===== config.mk =====
export PLATFORM = sky130hd
export DESIGN_NAME = rbuf_reader
export DESIGN_NICKNAME = d
export VERILOG_FILES = /design/src/rtl/filt_pkg.sv /design/src/rtl/skid_buf.sv /design/src/rtl/rbuf_reader.sv
export SDC_FILE = /design/constraint.sdc
export NUM_CORES = 1
export LEC_CHECK = 0
export BUFFER_PORTS_ARGS = -buffer_cell sky130_fd_sc_hd__buf_4
export CAP_MARGIN = 20
export CELL_PAD_IN_SITES_DETAIL_PLACEMENT = 1
export CELL_PAD_IN_SITES_GLOBAL_PLACEMENT = 2
export CORE_UTILIZATION = 39
export CTS_CLUSTER_DIAMETER = 60
export DETAILED_ROUTE_END_ITERATION = 10
export PLACE_DENSITY_LB_ADDON = 0.1
export SYNTH_ARGS = -nofsm -noshare
export SYNTH_HDL_FRONTEND = slang
export SYNTH_SLANG_ARGS = --single-unit

===== constraint.sdc =====
create_clock -name i_clk -period 5.2 [get_ports i_clk]
set_input_delay 0.26 -clock i_clk [delete_from_list [all_inputs] [get_ports i_clk]]
set_output_delay 0.26 -clock i_clk [all_outputs]
set_load 0.05 [all_outputs]

===== src/rtl/filt_pkg.sv =====
// Shared defaults and reader FSM encoding for the sample ring buffer.
// Imported by the ring-buffer writer and reader so both agree on geometry.
package filt_pkg;
   localparam int M_DEF         = 23;
   localparam int ADDR_SIZE_DEF = 5;
   localparam int DATA_SIZE_DEF = 16;

   typedef enum logic [2:0] {
      ST_IDLE,
      ST_WAIT_WR,
      ST_READ,
      ST_DRAIN,
      ST_FIN
   } rd_state_t;
endpackage


===== src/rtl/skid_buf.sv =====
// Two-entry fall-through buffer: an empty buffer passes input to output in the same cycle.
// Backpressure: o_spare says a word arriving next cycle can still be stored.
module skid_buf #(
   parameter int W = 22
) (
   input  logic         i_clk,
   input  logic         i_rst,
   input  logic         i_in_vld,
   input  logic [W-1:0] i_in_dat,
   output logic         o_in_rdy,
   output logic         o_out_vld,
   output logic [W-1:0] o_out_dat,
   input  logic         i_out_rdy,
   output logic         o_spare
);
   logic [W-1:0] r_mem [2];
   logic         r_rd_ptr;
   logic         r_wr_ptr;
   logic [1:0]   r_cnt;
   logic [1:0]   w_cnt_nxt;
   logic         w_empty;
   logic         w_push;
   logic         w_pop_mem;

   assign w_empty   = (r_cnt == 2'd0);
   assign o_in_rdy  = (r_cnt != 2'd2);
   assign o_out_vld = !w_empty || i_in_vld;
   assign o_out_dat = !w_empty ? r_mem[r_rd_ptr] : (i_in_vld ? i_in_dat : '0);

   // A word offered while empty and accepted downstream never touches storage.
   assign w_pop_mem = !w_empty && i_out_rdy;
   assign w_push    = i_in_vld && o_in_rdy && !(w_empty && i_out_rdy);
   assign w_cnt_nxt = r_cnt + {1'b0, w_push} - {1'b0, w_pop_mem};
   assign o_spare   = (w_cnt_nxt != 2'd2);

   always_ff @(posedge i_clk) begin
      if (i_rst) begin
         r_mem[0] <= '0;
         r_mem[1] <= '0;
         r_rd_ptr <= 1'b0;
         r_wr_ptr <= 1'b0;
         r_cnt    <= 2'd0;
      end else begin
         if (w_push) begin
            r_mem[r_wr_ptr] <= i_in_dat;
            r_wr_ptr        <= ~r_wr_ptr;
         end
         if (w_pop_mem) begin
            r_rd_ptr <= ~r_rd_ptr;
         end
         r_cnt <= w_cnt_nxt;
      end
   end
endmodule


===== src/rtl/rbuf_reader.sv =====
// Reads one M-sample window newest-first from the ring BRAM; first word 2 cycles after start.
// Issue stalls on writer ownership or downstream backpressure; words never dropped or repeated.
module rbuf_reader
   import filt_pkg::*;
#(
   parameter int M         = M_DEF,
   parameter int ADDR_SIZE = ADDR_SIZE_DEF,
   parameter int DATA_SIZE = DATA_SIZE_DEF
) (
   input  logic                 i_clk,
   input  logic                 i_rst,
   input  logic                 i_start,
   input  logic [ADDR_SIZE-1:0] i_wr_ptr,
   input  logic                 i_wr_busy,
   output logic [ADDR_SIZE-1:0] o_bram_addr,
   output logic                 o_bram_en,
   input  logic [DATA_SIZE-1:0] i_bram_q,
   output logic [DATA_SIZE-1:0] o_out_data,
   output logic [ADDR_SIZE-1:0] o_out_idx,
   output logic                 o_out_valid,
   input  logic                 i_out_ready,
   output logic                 o_out_last,
   output logic                 o_busy,
   output logic                 o_done,
   output logic                 o_err
);
   localparam int                   W      = DATA_SIZE + ADDR_SIZE + 1;
   localparam logic [ADDR_SIZE-1:0] K_LAST = ADDR_SIZE'(M - 1);

   rd_state_t            r_state;
   rd_state_t            w_state_nxt;
   logic [ADDR_SIZE-1:0] r_addr;
   logic [ADDR_SIZE-1:0] r_k;
   logic [ADDR_SIZE-1:0] r_if_idx;
   logic                 r_if_vld;
   logic                 r_if_last;
   logic                 r_err;
   logic [ADDR_SIZE-1:0] w_addr_dec;
   logic                 w_ptr_bad;
   logic                 w_issue;
   logic                 w_spare;
   logic                 w_in_rdy;
   logic                 w_xfer;
   logic [W-1:0]         w_in_dat;
   logic [W-1:0]         w_out_dat;

   assign w_ptr_bad  = (32'(i_wr_ptr) >= 32'(M));
   assign w_addr_dec = (r_addr == '0) ? K_LAST : (r_addr - ADDR_SIZE'(1));
   assign w_issue    = (r_state == ST_READ) && !i_wr_busy && w_spare && w_in_rdy;
   assign w_xfer     = o_out_valid && i_out_ready;
   assign w_in_dat   = r_if_vld ? {i_bram_q, r_if_idx, r_if_last} : '0;

   skid_buf #(.W(W)) u_skid (
      .i_clk     (i_clk),
      .i_rst     (i_rst),
      .i_in_vld  (r_if_vld),
      .i_in_dat  (w_in_dat),
      .o_in_rdy  (w_in_rdy),
      .o_out_vld (o_out_valid),
      .o_out_dat (w_out_dat),
      .i_out_rdy (i_out_ready),
      .o_spare   (w_spare)
   );

   assign {o_out_data, o_out_idx, o_out_last} = w_out_dat;
   assign o_bram_en   = w_issue;
   assign o_bram_addr = r_addr;
   assign o_busy      = (r_state != ST_IDLE);
   assign o_done      = (r_state == ST_FIN);
   assign o_err       = (r_state == ST_FIN) && r_err;

   always_comb begin
      w_state_nxt = r_state;
      case (r_state)
         ST_IDLE: begin
            if (i_start) begin
               if (w_ptr_bad)      w_state_nxt = ST_FIN;
               else if (i_wr_busy) w_state_nxt = ST_WAIT_WR;
               else                w_state_nxt = ST_READ;
            end
         end
         ST_WAIT_WR: if (!i_wr_busy)                w_state_nxt = ST_READ;
         ST_READ:    if (w_issue && r_k == K_LAST)  w_state_nxt = ST_DRAIN;
         ST_DRAIN:   if (w_xfer && o_out_last)      w_state_nxt = ST_FIN;
         ST_FIN:                                    w_state_nxt = ST_IDLE;
         default:                                   w_state_nxt = ST_IDLE;
      endcase
   end

   always_ff @(posedge i_clk) begin
      if (i_rst) begin
         r_state   <= ST_IDLE;
         r_addr    <= '0;
         r_k       <= '0;
         r_err     <= 1'b0;
         r_if_vld  <= 1'b0;
         r_if_idx  <= '0;
         r_if_last <= 1'b0;
      end else begin
         r_state   <= w_state_nxt;
         r_if_vld  <= w_issue;
         r_if_idx  <= r_k;
         r_if_last <= (r_k == K_LAST);
         // An out-of-range pointer is never loaded, so the address port stays below M.
         if (r_state == ST_IDLE && i_start) begin
            r_k   <= '0;
            r_err <= w_ptr_bad;
            if (!w_ptr_bad) r_addr <= i_wr_ptr;
         end else if (w_issue) begin
            r_k    <= r_k + ADDR_SIZE'(1);
            r_addr <= w_addr_dec;
         end
      end
   end
endmodule

Word level (Yosys, flattened, before mapping)
Memories as Yosys holds them, arrays and structs flattened. A register that Yosys moved wholly into a read port is not among the register bits.
Index checks and enable logic that the tools add are counted.
{"block": "word_totals", "ff_bits": 25, "latchBits": 0, "ramBits": 44, "rom_bits": 0, "inputBits": 26, "mem_count": 1}
{"block": "op_classes", "addsub": 4, "multipliers": 0, "div_mod_pow": 0, "order_cmp": 1, "eq_ne": 12, "shifts": 0, "n_mux": 24, "bitwise_logic": 2, "reduce_logical": 25}
{"memory": "u_skid.r_mem", "depth": 2, "width": 22, "read_ports": 1, "rd_ports_with_merged_regs": 1, "wr": 2, "line": "skid_buf.sv:16", "source": "logic [W-1:0] r_mem [2];"}
{"op": "$mux 22", "n": 4}
{"op": "$reduce_or 22->1", "n": 1}
{"op": "$mux 5", "n": 4}
{"op": "$mux 3", "n": 5}
{"op": "$logic_and 1x1->1", "n": 12}
{"op": "$ne 2x2->1 const B", "n": 6}
{"op": "$pmux 3 s4", "n": 1}
{"op": "$mux 1", "n": 9}
{"op": "$eq 3x2->1 const B", "n": 2}
{"op": "$add 5x1->5 const B", "n": 1}
{"op": "$eq 5x5->1 const B", "n": 1}
{"op": "$ge 5x5->1 const B", "n": 1}
{"op": "$logic_not 5->1", "n": 1}
{"op": "$sub 5x1->5 const B", "n": 1}
{"op": "$reduce_and 4->1", "n": 1}
{"op": "$eq 3x1->1 const B", "n": 1}
{"op": "$eq 3x3->1 const B", "n": 1}
{"op": "$logic_not 1->1", "n": 3}
{"op": "$logic_not 3->1", "n": 1}
{"op": "$reduce_bool 3->1", "n": 1}
{"op": "$add 2x1->2", "n": 1}
{"op": "$logic_not 2->1", "n": 1}
{"op": "$mux 2", "n": 1}
{"op": "$ne 2x1->1 const B", "n": 1}
{"op": "other kinds (6)", "n": 7}

Longest topological paths before layout
{"block": "depth", "depth_word": 12, "ltp_mapped": 10}

By module
A second synthesis with hierarchy kept.
{"block": "hier_totals", "hier_cells": 344, "hier_area_um2": 3701.0}
{"module": "skid_buf", "instances": 1, "cells_each": 198, "area_per_inst_um2": 2428.6}
{"module": "rbuf_reader", "instances": 1, "cells_each": 146, "area_per_inst_um2": 1272.5}

Least setup slack after synthesis
No wires, ideal clock.
{"block": "synth_timing", "path_kind": "reg-to-reg", "start": "reg u_skid.r_cnt[0]", "end": "reg r_state[0]", "setup_ns": 0.115, "arrival_ns": 2.275, "required_time_ns": 5.085, "setup_slack_ns": 2.810, "path_stages_with_launch": 7, "path_buffers": 1, "period_less_slack_ns": 2.390, "path_cell_list": "dfxtp_1 > buf_2 > nor2_2 > mux2i_1 > a31oi_1 > a211o_1 > and3_1"}
{"item": "start: declaration", "line": "skid_buf.sv:19", "source": "logic [1:0] r_cnt;"}
{"item": "start signal: assignment", "line": "skid_buf.sv:51", "source": "r_cnt <= w_cnt_nxt;"}
{"item": "$logic_not 2->1", "line": "skid_buf.sv:25", "source": "assign w_empty = (r_cnt == 2'd0);"}
{"item": "$mux 22", "line": "skid_buf.sv:28", "source": "assign o_out_dat = !w_empty ? r_mem[r_rd_ptr] : (i_in_vld ? i_in_dat : '0);"}
{"item": "via o_out_last", "line": "rbuf_reader.sv:22", "source": "output logic o_out_last,"}
{"item": "$logic_and 1x1->1", "line": "rbuf_reader.sv:84", "source": "ST_DRAIN: if (w_xfer && o_out_last) w_state_nxt = ST_FIN;"}
{"item": "$ne 2x2->1 (no source line)"}
{"item": "$reduce_and 4->1 (no source line)"}
{"item": "end signal: assignment", "line": "rbuf_reader.sv:100", "source": "r_state <= w_state_nxt;"}
{"item": "end: declaration", "line": "rbuf_reader.sv:30", "source": "rd_state_t r_state;"}
The timed path passes the listed nets, and every way through them passes these cells.
A chain may end at the register's enable or synchronous reset.

Worst setup path in the final report
{"block": "layout_timing", "start": "reg u_skid.r_cnt[0]", "end": "out o_bram_en"}
{"item": "$logic_not 2->1", "line": "skid_buf.sv:25"}
{"item": "$logic_not 1->1", "line": "skid_buf.sv:31", "source": "assign w_pop_mem = !w_empty && i_out_rdy;"}
{"item": "$logic_and 1x1->1", "line": "skid_buf.sv:31"}
{"item": "via u_skid.w_pop_mem", "line": "skid_buf.sv:23", "source": "logic w_pop_mem;"}
{"item": "$sub 2x1->2", "line": "skid_buf.sv:33", "source": "assign w_cnt_nxt = r_cnt + {1'b0, w_push} - {1'b0, w_pop_mem};"}
{"item": "$ne 2x2->1", "line": "skid_buf.sv:34", "source": "assign o_spare = (w_cnt_nxt != 2'd2);"}
{"item": "$logic_and 1x1->1 (2 in series)", "line": "rbuf_reader.sv:49", "source": "assign w_issue = (r_state == ST_READ) && !i_wr_busy && w_spare && w_in_rdy;"}
{"item": "end: declaration", "line": "rbuf_reader.sv:16", "source": "output logic o_bram_en,"}
The timed path passes the listed nets, and every way through them passes these cells.

==> parameters.txt <==
Parameter                              Value

Critical path
  Critical Path Start Type ... flop
  Required time at the endpoint of the critical path ... 4.94 ns
  Crit-path max FO ... 17
  Top cell family by delay on the critical path ... compound AO/OA/AOI/OAI gates
  Type of element capturing the critical path ... primary output
  Cell-by-cell trace of the critical path ... nor2_2 > nor2b_1 > ha_1 > nand2b_1 > a41oi_1 > a2bb2oi_2 > inv_2 > buf_4
  Maximum single-stage delay on the critical path ... about 0.7 ns
  CP arrival ... between 2 and 3 ns
  CP max-delay cell ... a2bb2oi_2
  Number of buffer and inverter instances along the worst setup path ... 2
  Critical path type ... reg -> out

Synth
  EDFF count, synth ... between 40 and 50
  Part of the Yosys area used for sequential elements ... 53.16%
  Netlist Area Pre-Place ... ~3500 sq um
  Total of flip-flops plus latches after synthesis ... 70
  FFs w/ async S/R, synth ... 0%
  Yosys cell types ... between 40 and 50
  Count of synthesis-stage warnings from yosys ... 0
  Mean instance size in the synthesized netlist ... approximately 11 sq um
  Synth Instances ... roughly 330
  Net count after synthesis ... approximately 360
  Primary FF master, synth ... edfxtp_1

Floorplanning
  Die H ... slightly below 100 um
  Cell Rows ... 34
  Area enclosed by the die boundary ... 9264 sq um
  Starting Density ... 39.92%
  CORE AREA ... slightly below 9000 sq um
  Count of pins on the block boundary ... 58
  Die span in x ... about 96 um

Clock tree
  Hold bufs inserted after CTS ... 0
  Buffer cell driving the clock tree root ... clkbuf_8
  Clock Sink Count ... 70
  CTS Buf Count ... 9
  Clock Latency Late Sink ... 0.35 ns
  TritonCTS clock tree ... yes
  Number of buffers inserted to repair setup after CTS ... 0
  Clock Path Buffers ... 2
  Cells resized by post-CTS repair ... 0
  Clock slew at the register clock pins of the worst setup and hold paths ... around 0.08 ns
  Deepest level of the CTS H-tree ... 3

Finish
  Total non-filler cell area in the finished layout ... around 4200 sq um
  Final layout net count ... roughly 400
  Share of post-route cells with drive strength above 1 ... a little under a quarter
  Area Growth Syn to Fin ... 21.70%
  Total inserted antenna cells ... 0

Global routing
  Number of antenna violations at the first check in global routing ... 0
  Wire length of the first global-routing pass ... around 12000 um
  Total routing resource utilization after global routing ... roughly 18%
  Maximum number of pins on one net before global-route repair ... between 40 and 50
  Final global-route overflow total ... 0
  Via count of the first global-routing pass ... between 2000 and 3000

Place
  Number of I/O port buffers ... 57
  Placed cell area ... 4003 sq um
  Placement-stage worst setup slack ... approximately 2.3 ns
  Placer congestion estimate ... ~0.73
  Half-perimeter wire length of the detailed placement result ... 5106 um

Timing
  Setup repair after global routing missed its margin ... false
  Max Clk Rate ... 322.4 MHz
  Worst slack on hold paths ... a little over 0.2 ns
  Share of the clock period used by the worst path after layout ... between 50% and 60%
  Setup violators final ... 0
  Minimum period implied by the final worst setup slack ... around 3.1 ns
  Worst clock skew on the final layout ... slightly above 0.01 ns
  Slew at the pin closest to its max-slew limit ... around 1.0 ns
  Post-Route Setup TNS ... 0 ns
  Remaining max-slew budget at the tightest pin ... 33.24%
  Final hold violation count ... 0
  Final Max Tran Viols ... 0
  Final worst slack ... 2.098 ns

Drt
  Routed len/inst ... roughly 16 um
  Residual DRC ... 0
  First-pass iteration count of the detailed router ... 4
  Remaining antenna violation count ... 0
  Wire length after detailed routing ... between 7000 and 8000 um
  Vias per cell ... just over 5
  Overall via count from detail_route ... roughly 2600
  Initial drt markers ... 61

Pwr
  Static power due to leakage ... between 1.5 and 2 nW
  Pwr per Cell Area ... about 470 nW/um^2
  Peak ir drop on the vdd network ... ~210 uV
  Total power ... roughly 2.0 mW

Run status
  Run status ... complete, no violations

Flow run
  MaxCap Viol Count ... 0

Hold path
  Min-delay worst type ... in -> reg
-- cell families (layout without fill, tap and decap cells) --
| group | after synthesis | count (layout) | synth area share (%) |
|---|---|---|---|
| muxes | 25 | 25 | 7.223 |
| adders and majority gates | 4 | 4 | 1.445 |
| buffers and inverters | 30 | 88 | 3.755 |
| AOI/OAI and AO/OA | 58 | 58 | 10.26 |
| and+or+nand+nor | 135 | 135 | 22.64 |
| xor gates and xnor gates | 6 | 6 | 1.517 |
| DFF | 70 | 70 | 53.16 |
-- flip-flops by register name (all words and copies together) (netlist names), named ones only --
signal	count
o_bram_addr	5
u_skid.r_rd_ptr	1
r_if_idx	5
r_err	1
r_k	5
u_skid.r_cnt	2
r_if_last	1
r_if_vld	1
u_skid.r_wr_ptr	1
u_skid.r_mem	44
r_state	3
-- per-stage QoR --
step | instances | utilization [%]
floorplan | 328 | -
global placement | 476 | 45.80
detailed placement | 477 | 46.12
CTS | 493 | 48.41
global route | 494 | 48.59
finish | 494 | 48.59
-- final timing paths --
check	depth (start not counted)	slack, ns	from	to
hold reg to reg	1	0.50	r_k[4]$_SDFFE_PP0P_	r_if_idx[4]$_SDFF_PP0_
hold / removal	2	0.21	i_bram_q[0]	u_skid.r_mem[0][6]$_SDFFCE_PN0P_
setup reg to reg	8	2.47	u_skid.r_cnt[0]$_SDFF_PP0_	o_bram_addr[1]$_SDFFE_PP0P_
setup / recovery	8	2.10	u_skid.r_cnt[0]$_SDFF_PP0_	o_bram_en
-- layout make-up --
| type | count | area (sq um) |
|---|---|---|
| clock inverter | 5 | 57.56 |
| timing repair buffer | 62 | 493.0 |
| inverter | 10 | 37.54 |
| fill | 1001 | 4462 |
| sequential | 70 | 1842 |
| multi-input combinational | 228 | 1510 |
| clock buffer | 11 | 141.4 |
| tap | 108 | 135.1 |
-- where the power goes --
group | switching (mW) | internal [mW] | leakage [nW] | total (mW)
clock network | 0.205 | 0.235 | 0.0999 | 0.440
registers | 0.0540 | 0.640 | 0.664 | 0.694
logic | 0.571 | 0.275 | 0.852 | 0.847
-- per-layer routing --
layer | share of wire, % | vias to the layer above | track usage (%)
met2 | 51 | 48 | 31.62
met3 | 3.8 | 8 | 4.344
met1 | 44 | 1232 | 21.26
met4 | 1.2 | 0 | 5.224
met5 | 0 | - | 0
li1 | - | 1270 | -
-- synth_stat cells (all sizes together) (6+ instances only) --
cell     n  area share [%]
or3      6             1.1
nand3   23             3.3
and2    45             8.1
a21oi    9             1.3
o21ai   30             4.3
nor2    23             2.6
edfxtp  44              38
mux2i   25             7.2
nand2    9            0.98
buf      8             1.4
clkbuf  12             1.3
inv     10             1.1
nor2b    8             1.5
dfxtp   26              15
-- worst reg2reg max path, cell delays in order (launching register included) --
cell and delay, ns:
dfxtp_1 0.51, nor2_2 0.08, nor2b_1 0.20, ha_1 0.31, nand2b_1 0.18, a41oi_1 0.14
a2bb2oi_2 0.69, inv_2 0.16, o311a_1 0.36
-- placed cells by master, fill, tap and decap left out, types with 3 or more instances in the layout --
cell type	netlist	routed
buf_4	1	60
and2_1	45	45
edfxtp_1	44	44
o21ai_0	26	26
dfxtp_1	26	26
mux2i_1	25	25
nand3_1	23	23
nor2_1	21	21
clkbuf_8	0	10
inv_1	9	9
nand2_1	9	9
a21oi_1	9	9
nor2b_1	7	7
or3_1	6	6
nand2b_1	4	4
xnor2_1	4	4
o21ai_1	4	4
nor3_1	4	4
ha_1	4	4
and3_1	3	3
a31oi_1	3	3
No activity file was read; power rests on OpenSTA's default activity.
